[src/rtl/circ_queue_ctrl.sv]
// ---------------------------------------------------------------------------
// circ_queue_ctrl
//   Head/tail pointer controller for the core's circular queues (ROB, IQ,
//   LSQ, fetch buffer). It holds no payload; the external storage is written
//   at enq_idx when enq_fire is high and read at deq_idx.
//
//   Handshake: a transfer happens on a side exactly when valid & ready are
//   both high in a cycle (that side's *_fire). Ready/valid driven here depend
//   only on registered pointer state, never on the partner's valid/ready, so
//   there are no combinational loops. The producer may raise and drop
//   enq_valid at will, and the consumer may do the same with deq_ready.
//
//   Optional feature (macro CIRC_QUEUE_CTRL_OCC_EN): adds the output port
//   occ = tail - head, the current entry count (0..DEPTH).
//
// Parameters
//   PTR_WIDTH  index width, DEPTH = 2**PTR_WIDTH entries (1..8)
// Ports
//   clk        clock, rising-edge state updates
//   rst_aL     asynchronous active-low reset
//   enq_valid  producer offers an entry
//   enq_ready  queue can accept (= !full)
//   enq_fire   enq_valid & enq_ready, write enable at enq_idx
//   enq_idx    tail index (next slot to write)
//   deq_valid  oldest entry available (= !empty)
//   deq_ready  consumer takes the oldest entry
//   deq_fire   deq_valid & deq_ready
//   deq_idx    head index (oldest entry)
//   flush      synchronous discard of all entries
//   full       DEPTH entries held
//   empty      no entries held
//   occ        (CIRC_QUEUE_CTRL_OCC_EN only) entry count
// ---------------------------------------------------------------------------
module circ_queue_ctrl #(
  parameter int PTR_WIDTH = 2
) (
  input  logic                 clk,
  input  logic                 rst_aL,
  input  logic                 enq_valid,
  output logic                 enq_ready,
  output logic                 enq_fire,
  output logic [PTR_WIDTH-1:0] enq_idx,
  output logic                 deq_valid,
  input  logic                 deq_ready,
  output logic                 deq_fire,
  output logic [PTR_WIDTH-1:0] deq_idx,
  input  logic                 flush,
  output logic                 full,
  output logic                 empty
`ifdef CIRC_QUEUE_CTRL_OCC_EN
  ,
  output logic [PTR_WIDTH:0]   occ
`endif
);

  localparam logic [PTR_WIDTH:0] PTR_ONE  = {{PTR_WIDTH{1'b0}}, 1'b1};
  localparam logic [PTR_WIDTH:0] PTR_ZERO = '0;

  // Pointers are {wrap, idx}. The extra wrap bit separates full from empty
  // when the index fields are equal.
  logic [PTR_WIDTH:0] tail;
  logic [PTR_WIDTH:0] head;
  logic [PTR_WIDTH:0] tail_inc;
  logic [PTR_WIDTH:0] head_inc;

  // Adding modulo 2**(PTR_WIDTH+1) moves idx DEPTH-1 to 0 and toggles wrap
  assign tail_inc = tail + PTR_ONE;
  assign head_inc = head + PTR_ONE;

  // Status comes purely from registered state. There is no bypass in either
  // direction: a full queue refuses an enqueue even while a dequeue fires,
  // and an empty queue offers nothing even while an enqueue fires.
  assign empty     = (head == tail);
  assign full      = (head[PTR_WIDTH-1:0] == tail[PTR_WIDTH-1:0]) &&
                     (head[PTR_WIDTH] != tail[PTR_WIDTH]);
  assign enq_ready = ~full;
  assign deq_valid = ~empty;
  assign enq_fire  = enq_valid & enq_ready;
  assign deq_fire  = deq_valid & deq_ready;
  assign enq_idx   = tail[PTR_WIDTH-1:0];
  assign deq_idx   = head[PTR_WIDTH-1:0];

  // Flush beats both fires. The fire outputs still follow the handshake in a
  // flush cycle, and whatever gets written that cycle is thrown away.
  always_ff @(posedge clk or negedge rst_aL) begin
    if (!rst_aL) begin
      tail <= PTR_ZERO;
    end else if (flush) begin
      tail <= PTR_ZERO;
    end else if (enq_fire) begin
      tail <= tail_inc;
    end
  end

  always_ff @(posedge clk or negedge rst_aL) begin
    if (!rst_aL) begin
      head <= PTR_ZERO;
    end else if (flush) begin
      head <= PTR_ZERO;
    end else if (deq_fire) begin
      head <= head_inc;
    end
  end

`ifdef CIRC_QUEUE_CTRL_OCC_EN
  // The wrap bit makes the modular difference the exact count, so it always
  // falls within 0..DEPTH.
  assign occ = tail - head;
`else
  // No occupancy output in this build. The pointer logic is the same.
`endif

endmodule

[config.mk]
export PLATFORM = sky130hd
export DESIGN_NAME = circ_queue_ctrl
export DESIGN_NICKNAME = d
export VERILOG_FILES = /design/src/rtl/circ_queue_ctrl.sv
export SDC_FILE = /design/constraint.sdc
export NUM_CORES = 1
export LEC_CHECK = 0
export BUFFER_PORTS_ARGS = -buffer_cell sky130_fd_sc_hd__buf_2
export CAP_MARGIN = 20
export CORE_AREA = 2 2 39 41
export CTS_CLUSTER_SIZE = 14
export DETAILED_ROUTE_END_ITERATION = 8
export DIE_AREA = 0 0 41 43
export PLACE_DENSITY = 0.7
export SETUP_SLACK_MARGIN = 0.02
export SLEW_MARGIN = 20
export SYNTH_ARGS = -nofsm -noshare
export SYNTH_HDL_FRONTEND = slang
export SYNTH_SLANG_ARGS = --single-unit
export TNS_END_PERCENT = 10
[constraint.sdc]
create_clock -name clk -period 1.35 [get_ports clk]
set_input_delay 0 -clock clk [delete_from_list [all_inputs] [get_ports clk]]
set_output_delay 0 -clock clk [all_outputs]
set_load 0.02 [all_outputs]
==> flow_summary.json <==
{
  "netlist.area_leader.share_pct": 29.3,
  "cp-end-kind": "register",
  "worst-endpoint-arrival_ns": 1.64,
  "cts_sinks": 6,
  "start_util_pct": 37.1,
  "power.density_mw_per_mm2": 1660,
  "die_area_sq_mm": 0.00176,
  "setup_viol": 8,
  "syn_area_per_cell_sq_um": 8.41,
  "synth_top_family_by_area": "simple AND/OR/NAND/NOR gates",
  "synthCells": 61,
  "hold_viol_final": 0,
  "crit_slowest_cell": "dfrtp_2",
  "holdPathStages": 2,
  "ant_nets": 0,
  "instances_no_fill": 105,
  "slew_violations": 0,
  "area_growth_pct": 59.5,
  "max_cap_violations": 0,
  "violations": "setup timing",
  "fillers": 120,
  "grt_pass1_vias": 516,
  "ioPinCount": 15,
  "cp-start-kind": "register",
  "grt_overflow_total": 0,
  "fin_crit_sh_pct": 109,
  "clkTransAtPathRegs_ns": 0.06,
  "place_congestion": 0.807,
  "clock_path_buffers": 2,
  "antennaDiodeCount": 0,
  "routed_wl_microns": 1550,
  "portBuffers": 14,
  "path_class": "reg2reg",
  "grt_first_pass_wirelength_microns": 2440,
  "synth-simple-area-share_pct": 25.6,
  "synth_area_leaders": "dfrtp_1 29%, nand3_1 5.9%, buf_4 5.9%",
  "num_vias": 585,
  "synth_xor_area_share_pct": 10.2,
  "root_buffer": "clkbuf_4",
  "antenna_found_initial": 0,
  "drive_above_1_share_pct": 52.8,
  "h-tree-depth": 1,
  "grt_setup_unrepaired": "true",
  "muxShareOfSynthArea_pct": 0,
  "rrSetupSlack_ns": -0.12,
  "critPathRequiredTime_ns": 1.52,
  "dieWidth_microns": 41,
  "synth_top_cell_by_area": "dfrtp_1",
  "finalSetupTns_ns": -0.346,
  "hold_slack_ns": 0.0408,
  "dr.pass1.iters": 4,
  "clock_skew_ns": 0.00924,
  "layout_common_cells": "13 x buf_4, 12 x buf_2, 4 x nand4_1, 4 x nand3_1, 4 x dfrtp_2",
  "status": "finished with violations",
  "drc": 0,
  "p_leak_nw": 0.372,
  "grt_usage_pct": 20.7,
  "post_drt_wl_per_cell_microns": 14.8,
  "worstMarginPinSlew_ns": 0.266,
  "dp_cells": 95,
  "post-route-cell-area_sq_um": 818,
  "avgViaCountPerCell": 5.57,
  "yosysSeqAreaShare_pct": 29.3,
  "synthAdderAreaFrac_pct": 4.88,
  "max_slew_margin_pct": 82.3,
  "syn_area_sq_um": 513,
  "vdd_ir_drop_max_mv": 0.790,
  "mappedNetlistNets": 68,
  "ys_ff_latch": 6,
  "fin_crit_ns": 1.47,
  "crit_fanout": 5,
  "clk-insertion-delay-late_ns": 0.26,
  "num_rows": 14,
  "grt_max_degree": 9,
  "nets": 97,
  "r2r.worst_path.cells": 4,
  "dp_hpwl_microns": 1040,
  "cts_made_buffers": 3,
  "first_iter_violations": 11,
  "slowest_delay_ns": 0.46,
  "layout_commonest_cell": "buf_4",
  "ys_types": 22,
  "post_dp_cell_area_sq_um": 692,
  "path_cells": "buf_6 -> xor2_2 -> or4_4 -> a31oi_4",
  "layout_setup_ws_ns": -0.119,
  "die_y_microns": 43,
  "cts_tree": "done",
  "synth_compound_area_share_pct": 19.0,
  "hold_class": "in2reg",
  "clock.fmax_mhz": 681,
  "core_area_sq_mm": 0.00138,
  "yosysWarnings": 0
}
-- final cells by class --
cell class | instances | area (sq um) | area share, %
inverters | 4 | 15.0 | 1.83
flip-flops and latches | 6 | 155 | 19.0
repair buffers | 29 | 201 | 24.6
clock buffers | 4 | 26.3 | 3.21
well taps | 16 | 20.0 | 2.45
multi-input cells | 46 | 400 | 48.9
-- logic make-up (layout without fill, tap and decap cells) --
kind of cell | Yosys count | after routing
xor+xnor | 6 | 6
simple gates | 24 | 24
buf+inv | 9 | 37
flops | 6 | 6
compound gates | 14 | 14
fa+ha+maj | 2 | 2
-- sequential cells by signal, summed over array words and instances (netlist names) --
| register | flops |
|---|---|
| head | 3 |
| tail | 3 |
-- what timing repair did --
| action | 4_1_cts | 5_1_grt |
|---|---|---|
| setup endpoints to repair | 10 | 11 |
| resized for setup | 6 | 7 |
| hold buffers | 1 | 0 |
| setup buffers | 4 | 1 |
| hold endpoints to repair | 6 | 0 |
| pin swaps | 3 | 6 |
-- report_power, final --
part | internal, mW | total [mW] | switching [mW]
clock | 0.113 | 0.196 | 0.0826
combinational | 0.421 | 0.871 | 0.451
sequential | 0.217 | 0.294 | 0.0769
total | 0.751 | 1.36 | 0.610
-- worst paths after layout --
check                                    start             endpoint
max                        head[0]$_DFFE_PN0P_  tail[2]$_DFFE_PN0P_
min                                      flush  head[2]$_DFFE_PN0P_
max reg2reg                head[0]$_DFFE_PN0P_  tail[2]$_DFFE_PN0P_
min reg2reg                head[2]$_DFFE_PN0P_  head[2]$_DFFE_PN0P_
max in group asynchronous               rst_aL  tail[1]$_DFFE_PN0P_
min in group asynchronous               rst_aL  head[2]$_DFFE_PN0P_
-- cells in the mapped netlist --
| cell | number |
|---|---|
| a211o_1 | 2 |
| a211oi_1 | 1 |
| a22oi_1 | 2 |
| a31oi_1 | 3 |
| a41oi_1 | 1 |
| and3_1 | 2 |
| buf_4 | 4 |
| buf_6 | 1 |
| dfrtp_1 | 6 |
| ha_1 | 2 |
| inv_1 | 4 |
| nand2_1 | 4 |
| nand3_1 | 6 |
| nand4_1 | 4 |
| nor2_1 | 2 |
| nor2b_1 | 3 |
| nor3b_1 | 2 |
| o211ai_1 | 2 |
| o21ai_0 | 3 |
| or4_1 | 1 |
| xnor2_1 | 3 |
| xor2_1 | 3 |
-- critical path, delay by kind of cell, from the launching register on --
kind	cells	cell delay, ns
DFF	1	0.46
and+or+nand+nor	1	0.43
xor gates and xnor gates	1	0.18
AOI/OAI and AO/OA	1	0.17
buffers and inverters	1	0.14
-- stage by stage --
step / power, mW / setup WS (ns) / utilization [%]
after floorplan: 0.775 / 0.00379 / -
after global placement: 0.990 / -0.0117 / 50.0
after detailed placement: 0.994 / -0.0252 / 50.0
after CTS: 1.33 / -0.103 / 56.7
after global routing: 1.45 / -0.163 / 59.1
final: 1.36 / -0.119 / 59.1
-- layer usage --
metal  vias to the layer above  GRT usage, %  wire [microns]
li1                        282             -               -
met1                       285          28.0             712
met2                        15          31.6             773
met3                         3          1.57              36
met4                         0          10.0              26
met5                         -             0               0
No activity file was read; power rests on OpenSTA's default activity.
